===== src/rtl/mii_rx_ctrl.sv =====
// mii_rx_ctrl: receive-frame sequencer behind the MII nibble-to-byte core.
//
// It tracks the preamble and SFD, extracts the Ethernet header, applies a
// destination-MAC filter and streams the payload with SOF/EOF/error framing.
// It also keeps delivered and dropped frame counters.
//
// Ports (all in the mii_clk domain):
//   mii_clk      sole clock, rising edge
//   reset        synchronous, active-high
//   in_en        mii_en from the PHY; this is the frame envelope
//   in_rdy/in_q  byte strobe and byte from the MII core (one cycle per byte)
//   cfg_mac      station address, static while in_en=1
//   cfg_promisc  1 = accept any destination
//   hdr_valid    one-cycle pulse; dst_mac/src_mac/eth_type have just been updated
//   dst_mac, src_mac, eth_type  header of the last accepted frame
//   out_valid/out_data          payload byte strobe and byte
//   out_sof/out_eof/out_err     qualifiers of the out_valid byte
//   frame_cnt    frames delivered with a clean EOF (saturating)
//   drop_cnt     frames rejected or errored (saturating)
//
// Strobe semantics: out_valid is high for one cycle per emitted byte. There
// is no back-pressure, so the consumer must accept the byte in that cycle.
// out_sof, out_eof, out_err and out_data are meaningful only while out_valid=1.
// Outside that cycle they are driven to 0.
module mii_rx_ctrl #(
    parameter int MIN_PRE     = 6,
    parameter int MAX_PAYLOAD = 1504,
    parameter int CNT_W       = 16
) (
    input  logic             mii_clk,
    input  logic             reset,
    input  logic             in_en,
    input  logic             in_rdy,
    input  logic [7:0]       in_q,
    input  logic [47:0]      cfg_mac,
    input  logic             cfg_promisc,
    output logic             hdr_valid,
    output logic [47:0]      dst_mac,
    output logic [47:0]      src_mac,
    output logic [15:0]      eth_type,
    output logic             out_valid,
    output logic [7:0]       out_data,
    output logic             out_sof,
    output logic             out_eof,
    output logic             out_err,
    output logic [CNT_W-1:0] frame_cnt,
    output logic [CNT_W-1:0] drop_cnt
);
    localparam int PAY_W = $clog2(MAX_PAYLOAD + 2);
    localparam logic [3:0] MIN_PRE_C = 4'(MIN_PRE);
    localparam logic [PAY_W-1:0] PAY_MAX_C = PAY_W'(MAX_PAYLOAD);

    typedef enum logic [2:0] {
        S_WAIT_IDLE, S_IDLE, S_PRE, S_HDR, S_PAY, S_DROP
    } state_t;

    state_t           state_q, state_d;
    logic [3:0]       pre_cnt_q, pre_cnt_d;
    logic [3:0]       byte_cnt_q, byte_cnt_d;
    logic [PAY_W-1:0] pay_cnt_q, pay_cnt_d;
    // First 13 header bytes; the 14th byte arrives on in_q when the header completes.
    logic [103:0]     shadow_q, shadow_d;
    logic [7:0]       hold_q, hold_d;
    logic             hold_full_q, hold_full_d;
    logic             first_q, first_d;      // no payload byte has been emitted yet
    logic [111:0]     hdr_q, hdr_d;
    logic             hdr_valid_q, hdr_valid_d;
    logic             out_valid_q, out_valid_d;
    logic [7:0]       out_data_q, out_data_d;
    logic             out_sof_q, out_sof_d;
    logic             out_eof_q, out_eof_d;
    logic             out_err_q, out_err_d;
    logic [CNT_W-1:0] frame_cnt_q, frame_cnt_d;
    logic [CNT_W-1:0] drop_cnt_q, drop_cnt_d;

    logic             eof_cond;
    logic [47:0]      dst_now;
    logic             dst_ok;
    logic             frame_inc;
    logic             drop_inc;

    // A strobe that coincides with in_en=0 is still data. End processing
    // happens only when neither the strobe nor the envelope is active.
    assign eof_cond = !in_en && !in_rdy;
    // The destination address is complete when the 6th header byte is on in_q.
    assign dst_now  = {shadow_q[39:0], in_q};
    assign dst_ok   = cfg_promisc || (dst_now == cfg_mac) || (&dst_now);

    always_comb begin
        state_d     = state_q;
        pre_cnt_d   = pre_cnt_q;
        byte_cnt_d  = byte_cnt_q;
        pay_cnt_d   = pay_cnt_q;
        shadow_d    = shadow_q;
        hold_d      = hold_q;
        hold_full_d = hold_full_q;
        first_d     = first_q;
        hdr_d       = hdr_q;
        hdr_valid_d = 1'b0;
        out_valid_d = 1'b0;
        out_data_d  = 8'h00;
        out_sof_d   = 1'b0;
        out_eof_d   = 1'b0;
        out_err_d   = 1'b0;
        frame_inc   = 1'b0;
        drop_inc    = 1'b0;

        case (state_q)
            S_WAIT_IDLE: begin
                if (!in_en) state_d = S_IDLE;
            end
            S_IDLE: begin
                if (in_en) begin
                    state_d   = S_PRE;
                    pre_cnt_d = 4'd0;
                end
            end
            S_PRE: begin
                if (in_rdy) begin
                    if (in_q == 8'hAA) begin
                        if (pre_cnt_q != 4'hF) pre_cnt_d = pre_cnt_q + 4'd1;
                    end else if (in_q == 8'hBA && pre_cnt_q >= MIN_PRE_C) begin
                        state_d    = S_HDR;
                        byte_cnt_d = 4'd0;
                    end else begin
                        state_d  = S_DROP;
                        drop_inc = 1'b1;
                    end
                end else if (eof_cond) begin
                    // Carrier without a valid SFD is treated as noise and is not counted.
                    state_d = S_IDLE;
                end
            end
            S_HDR: begin
                if (in_rdy) begin
                    shadow_d   = {shadow_q[95:0], in_q};
                    byte_cnt_d = byte_cnt_q + 4'd1;
                    if (byte_cnt_q == 4'd5 && !dst_ok) begin
                        state_d  = S_DROP;
                        drop_inc = 1'b1;
                    end else if (byte_cnt_q == 4'd13) begin
                        hdr_d       = {shadow_q, in_q};
                        hdr_valid_d = 1'b1;
                        state_d     = S_PAY;
                        pay_cnt_d   = '0;
                        hold_full_d = 1'b0;
                        first_d     = 1'b1;
                    end
                end else if (eof_cond) begin
                    state_d  = S_IDLE;
                    drop_inc = 1'b1;
                end
            end
            S_PAY: begin
                if (in_rdy) begin
                    pay_cnt_d = pay_cnt_q + 1'b1;
                    if (pay_cnt_q == PAY_MAX_C) begin
                        // The frame is oversize. Close the stream on the held
                        // byte and discard the new byte.
                        out_valid_d = hold_full_q;
                        out_data_d  = hold_q;
                        out_sof_d   = hold_full_q && first_q;
                        out_eof_d   = hold_full_q;
                        out_err_d   = hold_full_q;
                        hold_full_d = 1'b0;
                        state_d     = S_DROP;
                        drop_inc    = 1'b1;
                    end else begin
                        if (hold_full_q) begin
                            out_valid_d = 1'b1;
                            out_data_d  = hold_q;
                            out_sof_d   = first_q;
                            first_d     = 1'b0;
                        end
                        hold_d      = in_q;
                        hold_full_d = 1'b1;
                    end
                end else if (eof_cond) begin
                    out_valid_d = hold_full_q;
                    out_data_d  = hold_full_q ? hold_q : 8'h00;
                    out_sof_d   = hold_full_q && first_q;
                    out_eof_d   = hold_full_q;
                    hold_full_d = 1'b0;
                    frame_inc   = 1'b1;
                    state_d     = S_IDLE;
                end
            end
            S_DROP: begin
                if (eof_cond) state_d = S_IDLE;
            end
            default: state_d = S_WAIT_IDLE;
        endcase

        frame_cnt_d = frame_cnt_q;
        drop_cnt_d  = drop_cnt_q;
        if (frame_inc && frame_cnt_q != '1) frame_cnt_d = frame_cnt_q + 1'b1;
        if (drop_inc && drop_cnt_q != '1) drop_cnt_d = drop_cnt_q + 1'b1;
    end

    always_ff @(posedge mii_clk) begin
        if (reset) begin
            state_q     <= S_WAIT_IDLE;
            pre_cnt_q   <= 4'd0;
            byte_cnt_q  <= 4'd0;
            pay_cnt_q   <= '0;
            shadow_q    <= '0;
            hold_q      <= 8'h00;
            hold_full_q <= 1'b0;
            first_q     <= 1'b0;
            hdr_q       <= '0;
            hdr_valid_q <= 1'b0;
            out_valid_q <= 1'b0;
            out_data_q  <= 8'h00;
            out_sof_q   <= 1'b0;
            out_eof_q   <= 1'b0;
            out_err_q   <= 1'b0;
            frame_cnt_q <= '0;
            drop_cnt_q  <= '0;
        end else begin
            state_q     <= state_d;
            pre_cnt_q   <= pre_cnt_d;
            byte_cnt_q  <= byte_cnt_d;
            pay_cnt_q   <= pay_cnt_d;
            shadow_q    <= shadow_d;
            hold_q      <= hold_d;
            hold_full_q <= hold_full_d;
            first_q     <= first_d;
            hdr_q       <= hdr_d;
            hdr_valid_q <= hdr_valid_d;
            out_valid_q <= out_valid_d;
            out_data_q  <= out_data_d;
            out_sof_q   <= out_sof_d;
            out_eof_q   <= out_eof_d;
            out_err_q   <= out_err_d;
            frame_cnt_q <= frame_cnt_d;
            drop_cnt_q  <= drop_cnt_d;
        end
    end

    assign hdr_valid = hdr_valid_q;
    assign dst_mac   = hdr_q[111:64];
    assign src_mac   = hdr_q[63:16];
    assign eth_type  = hdr_q[15:0];
    assign out_valid = out_valid_q;
    assign out_data  = out_data_q;
    assign out_sof   = out_sof_q;
    assign out_eof   = out_eof_q;
    assign out_err   = out_err_q;
    assign frame_cnt = frame_cnt_q;
    assign drop_cnt  = drop_cnt_q;
endmodule


===== config.mk =====
export PLATFORM = sky130hd
export DESIGN_NAME = mii_rx_ctrl
export DESIGN_NICKNAME = d
export VERILOG_FILES = /design/src/rtl/mii_rx_ctrl.sv
export SDC_FILE = /design/constraint.sdc
export NUM_CORES = 1
export LEC_CHECK = 0
export CORE_MARGIN = 8
export CORE_UTILIZATION = 36
export CTS_CLUSTER_DIAMETER = 40
export DETAILED_ROUTE_END_ITERATION = 7
export SLEW_MARGIN = 10
export SYNTH_ARGS = -nofsm -noshare
export SYNTH_HDL_FRONTEND = slang
export SYNTH_SLANG_ARGS = --single-unit

===== constraint.sdc =====
create_clock -name mii_clk -period 2.8 [get_ports mii_clk]
set_clock_uncertainty 0.05 [all_clocks]
set_input_delay 0.56 -clock mii_clk [delete_from_list [all_inputs] [get_ports mii_clk]]
set_output_delay 0.56 -clock mii_clk [all_outputs]
set_load 0.02 [all_outputs]

### Word level (Yosys, flattened, before mapping)

Index checks and enable logic that the tools add are counted.

| word-level totals | value |
|---|---|
| output and inout bits | 157 |
| input bits | 61 |
| logic and storage cells | 154 |
| register bits after elaboration | 293 |

| operators by class | value |
|---|---|
| equality and inequality tests | 31 |
| muxes and demuxes | 67 |
| add/subtract/negate cells | 5 |
| bitwise gates (word level) | 5 |
| order comparisons | 1 |
| reductions and logical operators | 28 |

Operators by type and width:

| kind | number |
|---|---|
| equality test 48 bit | 1 |
| AND reduction 48 bit | 1 |
| 2-to-1 mux 11 bit | 4 |
| 2-to-1 mux 1 bit | 33 |
| 2-to-1 mux 3 bit | 11 |
| adder 16 x 1 -> 16 bit, second input constant | 2 |
| 2-to-1 mux 4 bit | 8 |
| 2-to-1 mux 8 bit | 4 |
| inequality test 16 bit, second input constant | 2 |
| inequality test 2 bit, second input constant | 13 |
| AND reduction 5 bit | 5 |
| case mux 11 bit (2 select lines) | 1 |
| case mux 3 bit (6 select lines) | 1 |
| equality test 8 bit, second input constant | 2 |
| case mux 4 bit (2 select lines) | 2 |
| adder 11 x 1 -> 11 bit, second input constant | 1 |
| equality test 11 bit, second input constant | 1 |
| inequality test 3 bit, second input constant | 3 |
| adder 4 x 1 -> 4 bit, second input constant | 2 |
| inequality test 4 bit, second input constant | 2 |
| AND reduction 7 bit | 1 |
| equality test 3 x 2 -> 1 bit, second input constant | 2 |
| equality test 3 bit, second input constant | 2 |
| logical AND 1 bit | 6 |
| 17 further kinds | 27 |

### Longest topological paths before layout

Gate-level depths: netlist (run 1).

| depth | value |
|---|---|
| depth in word-level cells | 9 |
| depth in mapped cells | 11 |
| mapped depth without buffers | 9 |

### Least setup slack after synthesis (run 1)

Ideal clock, no wire load.

| path | value |
|---|---|
| kind | register to register |
| from | reg drop_cnt_q[3] (netlist: drop_cnt[3]) |
| to | reg drop_cnt_q[13] (netlist: drop_cnt[13]) |
| cell stages (with the launch flop) | 9 |
| path slack | 0.418 ns |
| path buffers | 1 |
| library setup time | 0.123 ns |
| clock period less this slack | 2.382 ns |
| data arrival time | 2.208 ns |
| path through | dfxtp_1 and4_4 nand2_4 or4_1 and3_4 a21oi_4 buf_6 nor4_1 mux2_1 |

| on the way | value |
|---|---|
| cells in the longest elaborated chain, start to end | 2 |
| elaborated cells on any way between the ends | 3 |

Ends and longest elaborated chain:

| what | line | source |
|---|---|---|
| from (decl) | 74 | `logic [CNT_W-1:0] drop_cnt_q, drop_cnt_d;` |
| from (signal assigned) | 236 | `drop_cnt_q <= drop_cnt_d;` |
| parallel branches: the longest is 2 deep, another holds adder 16 x 1 -> 16 bit | n/a |  |

Parallel ways; which one is timed is not known.
A chain may end at the register's enable or synchronous reset.

### Worst setup path after layout (run 1)

| path | value |
|---|---|
| from | reg pre_cnt_q[0] |
| to | reg drop_cnt_q[11] (netlist: drop_cnt[11]) |

| on the way | value |
|---|---|
| cells in the longest elaborated chain, start to end | 7 |

Ends and longest elaborated chain:

| what | line | source |
|---|---|---|
| from (decl) | 58 | `logic [3:0] pre_cnt_q, pre_cnt_d;` |
| from (signal assigned) | 221 | `pre_cnt_q <= pre_cnt_d;` |
| >= comparator 4 x 3 -> 1 bit | 122 | `end else if (in_q == 8'hBA && pre_cnt_q >= MIN_PRE_C) begin` |
| logical AND 1 bit | 122 |  |
| 2-to-1 mux 1 bit | 122 |  |
| 2-to-1 mux 1 bit | 120 | `if (in_q == 8'hAA) begin` |
| 2-to-1 mux 1 bit | 119 | `if (in_rdy) begin` |
| case mux 1 bit (3 select lines) | 108 | `case (state_q)` |
| logical AND 1 bit | 197 | `if (drop_inc && drop_cnt_q != '1) drop_cnt_d = drop_cnt_q + 1'b1;` |

No other way between the ends.

==> impl_metrics.env, run 1 <==
export IMPL_routed_wl_um=36000
export IMPL_rsz0062_at_grt="no"
export IMPL_syn_nets=1526
export IMPL_hold_class="flop to flop"
export IMPL_die_w_um=196
export IMPL_tightestPinTransition_ps=532
export IMPL_cp_max_fo=6
export IMPL_fin_crit_ps=2530
export IMPL_setup_violations=0
export IMPL_h_tree_depth=2
export IMPL_min_to="hdr_q[57]"
export IMPL_ys_async_sr_fraction_pct=0
export IMPL_seq_area_frac_synth_pct=50.6
export IMPL_dp_slack_ps=-184
export IMPL_syn_to_final_growth_pct=38.0
export IMPL_clk_latency_ps=530
export IMPL_start_kind="flop"
export IMPL_final_common_cell="nand2_1"
export IMPL_crit_buf_inv=2
export IMPL_grt_pass1_vias=10200
export IMPL_synth_flop_cell="dfxtp_1"
export IMPL_cts_resized=0
export IMPL_num_vias=10800
export IMPL_clk_pin_slew_ps=50
export IMPL_core_area_um2=31600
export IMPL_avgSynthCellArea_um2=7.96
export IMPL_grt_pass1_wl_um=57500
export IMPL_final_hold_violation_count=0
export IMPL_cts_root_buf="clkbuf_16"
export IMPL_dr_first_iter_drc_count=807
export IMPL_drive_above_1_share_pct=7.89
export IMPL_dieArea_um2=38200
export IMPL_antenna_left=0
export IMPL_grt_max_degree=107
export IMPL_power_density_nw_per_um2=672
export IMPL_io_pins=218
export IMPL_cts_tree="done"
export IMPL_dpl_cell_area_um2=14400
export IMPL_io_buffers=217
export IMPL_r2r_end="drop_cnt[11]"
export IMPL_critical_path_endpoint_type="flop"
export IMPL_r2r_start="pre_cnt_q[0]"
export IMPL_ff2ff_setup_slack_ps=270
export IMPL_grt_overflow_total=0
export IMPL_clock_sinks=293
export IMPL_status="completed"
export IMPL_synth_warnings=0
export IMPL_p_total_mw=10.8
export IMPL_synth_distinct_cells=52
export IMPL_hold_ws_ps=400
export IMPL_initial_core_util_pct=36.7
export IMPL_grt_usage_pct=18.2
export IMPL_setup_tns_ps=0
export IMPL_drc=0
export IMPL_place_congestion=0.876
export IMPL_first_pass_iters=5
export IMPL_p_leak_nw=5.26
export IMPL_worst_path_stages=10
export IMPL_dp_final_hpwl_um=24600
export IMPL_fmax_ghz=0.396
export IMPL_holdBufCountCts=0
export IMPL_finalWorstSetupSlack_ps=273
export IMPL_startpoint="pre_cnt_q[0]"
export IMPL_vias_per_cell=5.11
export IMPL_ff2ff_path_depth=10
export IMPL_diodes=0
export IMPL_min_path_cells=2
export IMPL_mostFrequentLayoutCells="nand2_1, dfxtp_1, a21oi_1"
export IMPL_synth_edff_count=0
export IMPL_syn_cell_area_um2=11600
export IMPL_die_y_um=196
export IMPL_syn_inst=1457
export IMPL_synth_seq_cells=293
export IMPL_slowest_stage="or4_1"
export IMPL_path_class="flop to flop"
export IMPL_post_cts_buffers=0
export IMPL_critPathTopFamily="compound AO/OA/AOI/OAI gates"
export IMPL_fin_nets=1742
export IMPL_clk_path_buf_depth=3
export IMPL_stdcell_area_um2=16000
export IMPL_vdd_ir_drop_max_uv=437
export IMPL_row_count=65
export IMPL_crit_path_max_incr_delay_ps=470
export IMPL_cp_cell_sequence="inv_1 > ha_1 > o21ai_0 > a311oi_1 > o211ai_1 > o211a_1 > a21oi_4 > buf_4 > or4_1 > a21oi_1"
export IMPL_maxSlewViolCount=0
export IMPL_drv_cap=0
export IMPL_wire_per_inst_um=17.1
export IMPL_cp_required_ps=3200
export IMPL_slew_limit_headroom_pct=64.5
export IMPL_antenna_found_initial=0
export IMPL_period_share_pct=90.3
export IMPL_worstHoldStart="hdr_q[57]"
export IMPL_crit_arrival_ps=2930
export IMPL_cts_made_buffers=47
[metrics by stage]
step           std cells  util [%]
6_report            2112      50.6
5_1_grt             2112      50.6
2_1_floorplan       1457         -
3_5_place_dp        2026      45.4
4_1_cts             2112      50.6
3_3_place_gp        2026      45.4
[power breakdown]
part           switching, mW  internal (mW)
Clock                   2.07           3.90
Combinational          0.304          0.236
Sequential            0.0577           4.20
Total                   2.43           8.33
[kinds of logic after synthesis]
logic type | count (synthesis) | share of synthesized area (%)
simple gates | 673 | 25.2
compound gates | 296 | 13.5
flops | 293 | 50.6
buf+inv | 107 | 3.65
xor+xnor | 69 | 5.21
mux | 11 | 0.971
fa+ha+maj | 8 | 0.863
[tightest hold or removal path: cells and delay by family, from the launching register on]
family / cells / cell delay, ps
flops: 1 / 300
simple gates: 1 / 50
compound gates: 1 / 50
[state kept, by name (all words and copies together) (netlist names)]
signal and count:
hold_full_q 1, first_q 1, out_err 1, state_q 3
hdr_q 112, out_eof 1, drop_cnt 16, hold_q 8
pre_cnt_q 4, out_sof 1, out_data 8, out_valid 1
frame_cnt 16, shadow_q 104, pay_cnt_q 11, byte_cnt_q 4
hdr_valid 1
[final cells by class]
| class | count | area, um^2 |
|---|---|---|
| tap | 402 | 503 |
| fill | 3023 | 15600 |
| timing repair buffer | 257 | 2590 |
| multi-input combinational | 1057 | 5340 |
| inverter | 17 | 63.8 |
| clock buffer | 59 | 1310 |
| sequential | 293 | 5870 |
| clock inverter | 27 | 335 |
[metal layers]
metal  track usage [%]  vias up  routed length [um]
met2              27.6      330               15600
met3              5.66       61                3110
li1                  -     5340                   -
met1              24.8     5069               16600
met4              4.74        0                 665
met5                 0        -                   0
[how the worst max path moves through the flow]
stage                               end
after global placement    byte_cnt_q[3]
after global routing        drop_cnt[9]
after detailed placement    drop_cnt[1]
after CTS                  drop_cnt[11]
final                      drop_cnt[11]
after floorplan            drop_cnt[13]
[synthesized netlist by cell type, drive strengths merged (5+ instances only)]
| cell | count | area (um^2) |
|---|---|---|
| a21oi | 250 | 1260 |
| a31oi | 5 | 31.3 |
| and2 | 12 | 75.1 |
| and3 | 6 | 42.5 |
| buf | 8 | 50.1 |
| clkbuf | 82 | 309 |
| dfxtp | 293 | 5870 |
| ha | 8 | 100 |
| inv | 17 | 63.8 |
| mux2i | 9 | 90.1 |
| nand2 | 462 | 1740 |
| nand3 | 24 | 120 |
| nand4 | 49 | 307 |
| nor2 | 59 | 221 |
| nor3 | 7 | 35.0 |
| nor4 | 11 | 68.8 |
| o21ai | 20 | 100 |
| o31ai | 6 | 45.0 |
| or3 | 17 | 106 |
| or4 | 7 | 52.6 |
| xnor2 | 57 | 499 |
| xor2 | 12 | 105 |
Note: power is estimated with default switching activity, not from simulation.
==> run 2: changes to the inputs <==
--- a/config.mk
+++ b/config.mk
@@ -7,2 +7,3 @@
 export LEC_CHECK = 0
+export CAP_MARGIN = 20
 export CORE_MARGIN = 8
@@ -11,2 +12,3 @@
 export DETAILED_ROUTE_END_ITERATION = 7
+export DONT_BUFFER_PORTS = 1
 export SLEW_MARGIN = 10
--- a/constraint.sdc
+++ b/constraint.sdc
@@ -4,2 +4,2 @@
 set_output_delay 0.56 -clock mii_clk [all_outputs]
-set_load 0.02 [all_outputs]
+set_load 0.1 [all_outputs]
==> run 2 against run 1 <==
  * Via count is 4.1% lower
  * Sequential power barely moved
  * Final area down 9.3%
  * Register-to-register slack lost 150 ps
  * Fmax is 5.8% lower
  * Power is 3.1% lower
  * Non-clock buffer count is 112 lower
  * Sequential cell count is the same
  * Critical path type unchanged
  * Critical endpoint is now drop_cnt[14]
  * Largest cell class unchanged
==> impl_metrics.env, run 2 (synthesis results as in run 1) <==
export IMPL_maxSlewViolCount=0
export IMPL_hold_class="primary input to flop"
export IMPL_drc=0
export IMPL_post_cts_buffers=0
export IMPL_cts_resized=0
export IMPL_p_leak_nw=5.02
export IMPL_top_register="hdr_q"
export IMPL_row_count=65
export IMPL_cts_root_buf="clkbuf_16"
export IMPL_min_path_cells=1
export IMPL_swShare_pct=22.6
export IMPL_grt_usage_pct=17.6
export IMPL_crit_arrival_ps=3090
export IMPL_routed_wl_um=35000
export IMPL_vias_per_cell=5.19
export IMPL_clk_pin_slew_ps=50
export IMPL_fin_util_pct=45.9
export IMPL_grt_pass1_wl_um=55100
export IMPL_fin_crit_ps=2680
export IMPL_tightestPinTransition_ps=1010
export IMPL_num_vias=10400
export IMPL_io_buffers=0
export IMPL_dieArea_um2=38200
export IMPL_finalWorstSetupSlack_ps=118
export IMPL_ff2ff_path_depth=8
export IMPL_first_pass_iters=5
export IMPL_place_congestion=0.819
export IMPL_holdBufCountCts=0
export IMPL_critical_path_endpoint_type="flop"
export IMPL_dp_slack_ps=192
export IMPL_antenna_left=0
export IMPL_slew_limit_headroom_pct=32.6
export IMPL_clk_latency_ps=540
export IMPL_dp_final_hpwl_um=23800
export IMPL_cp_required_ps=3210
export IMPL_rsz0062_at_grt="no"
export IMPL_grt_pass1_vias=9803
export IMPL_setup_violations=0
export IMPL_power_density_nw_per_um2=717
export IMPL_path_class="flop to flop"
export IMPL_die_y_um=196
export IMPL_final_hold_violation_count=0
export IMPL_reg_top3="hdr_q (112), shadow_q (104)"
export IMPL_grt_max_degree=277
export IMPL_internal_power_mw=8.07
export IMPL_wire_per_inst_um=17.5
export IMPL_antenna_found_initial=1
export IMPL_largest_register_ffs=112
export IMPL_initial_core_util_pct=36.7
export IMPL_clk_path_buf_depth=3
export IMPL_drv_cap=0
export IMPL_syn_to_final_growth_pct=25.2
export IMPL_io_pins=218
export IMPL_clock_sinks=293
export IMPL_h_tree_depth=2
export IMPL_mostFrequentLayoutCells="nand2_1, dfxtp_1, a21oi_1"
export IMPL_cts_tree="done"
export IMPL_clkPwrFrac_pct=55.9
export IMPL_drive_above_1_share_pct=15.7
export IMPL_cts_made_buffers=46
export IMPL_seq_power_share_pct=40.8
export IMPL_die_w_um=196
export IMPL_grt_overflow_total=0
export IMPL_dr_first_iter_drc_count=744
export IMPL_fin_nets=1629
export IMPL_vdd_ir_drop_max_uv=510
export IMPL_period_share_pct=95.8
export IMPL_status="completed"
export IMPL_fmax_ghz=0.373
export IMPL_nFillCells=3120
export IMPL_diodes=0
export IMPL_cp_max_fo=4
export IMPL_core_area_um2=31600
export IMPL_power_frac_comb_pct=3.4
export IMPL_start_kind="flop"
export IMPL_switching_power_mw=2.35
export IMPL_final_common_cell="nand2_1"
[run 2: critical path: stages, from the launching register on]
cell,delay (ps)
dfxtp_1,400
ha_1,190
nand2_1,50
nor3_1,410
inv_1,110
a31oi_1,360
a31oi_1,270
or4_1,570
a21oi_1,170
[run 2: path summary, 6_finish.rpt]
| path | start | to | slack [ps] |
|---|---|---|---|
| hold reg to reg | hdr_q[23] | hdr_q[23] | 400 |
| setup reg to reg | byte_cnt_q[0] | drop_cnt[14] | 120 |
| hold / removal | reset | drop_cnt[11] | 60 |
| setup / recovery | byte_cnt_q[0] | drop_cnt[14] | 120 |
[run 2: cell type report]
cell class	instances	area, um^2	share of cell area, %
clock buffer	57	1280	8.84
multi-input combinational	1057	5340	36.8
clock inverter	25	314	2.16
inverter	17	63.8	0.439
sequential	293	5880	40.5
tap	402	503	3.46
timing repair buffer	145	1140	7.84
[run 2: power groups by stage]
stage / registers [mW] / logic (mW) / clock network [mW]
3_3_place_gp: 4.33 / 0.344 / 0
2_1_floorplan: 4.33 / 0.321 / 0
6_report: 4.25 / 0.349 / 5.82
3_5_place_dp: 4.34 / 0.346 / 0
4_1_cts: 4.25 / 0.348 / 5.96
5_1_grt: 4.25 / 0.386 / 6.15
[run 2: routing by layer]
layer,vias to the layer above,part of all wire (%),global-route usage [%]
met5,-,0,0
li1,5108,-,-
met3,58,9.4,5.64
met1,4857,44,23.2
met2,338,44,27.1
met4,0,2.1,5.36
[run 2: per-stage QoR]
step                power (mW)  TNS [ps]  instance area [um^2]  hold WS (ps)  std cells
global route              10.8         0                 14500          18.2       1996
CTS                       10.6         0                 14500          37.8       1996
finish                    10.4         0                 14500          63.3       1996
global placement          4.68         0                 12900           390       1914
detailed placement        4.68         0                 12900           390       1914
floorplan                 4.65     -3.44                 11600           380       1457
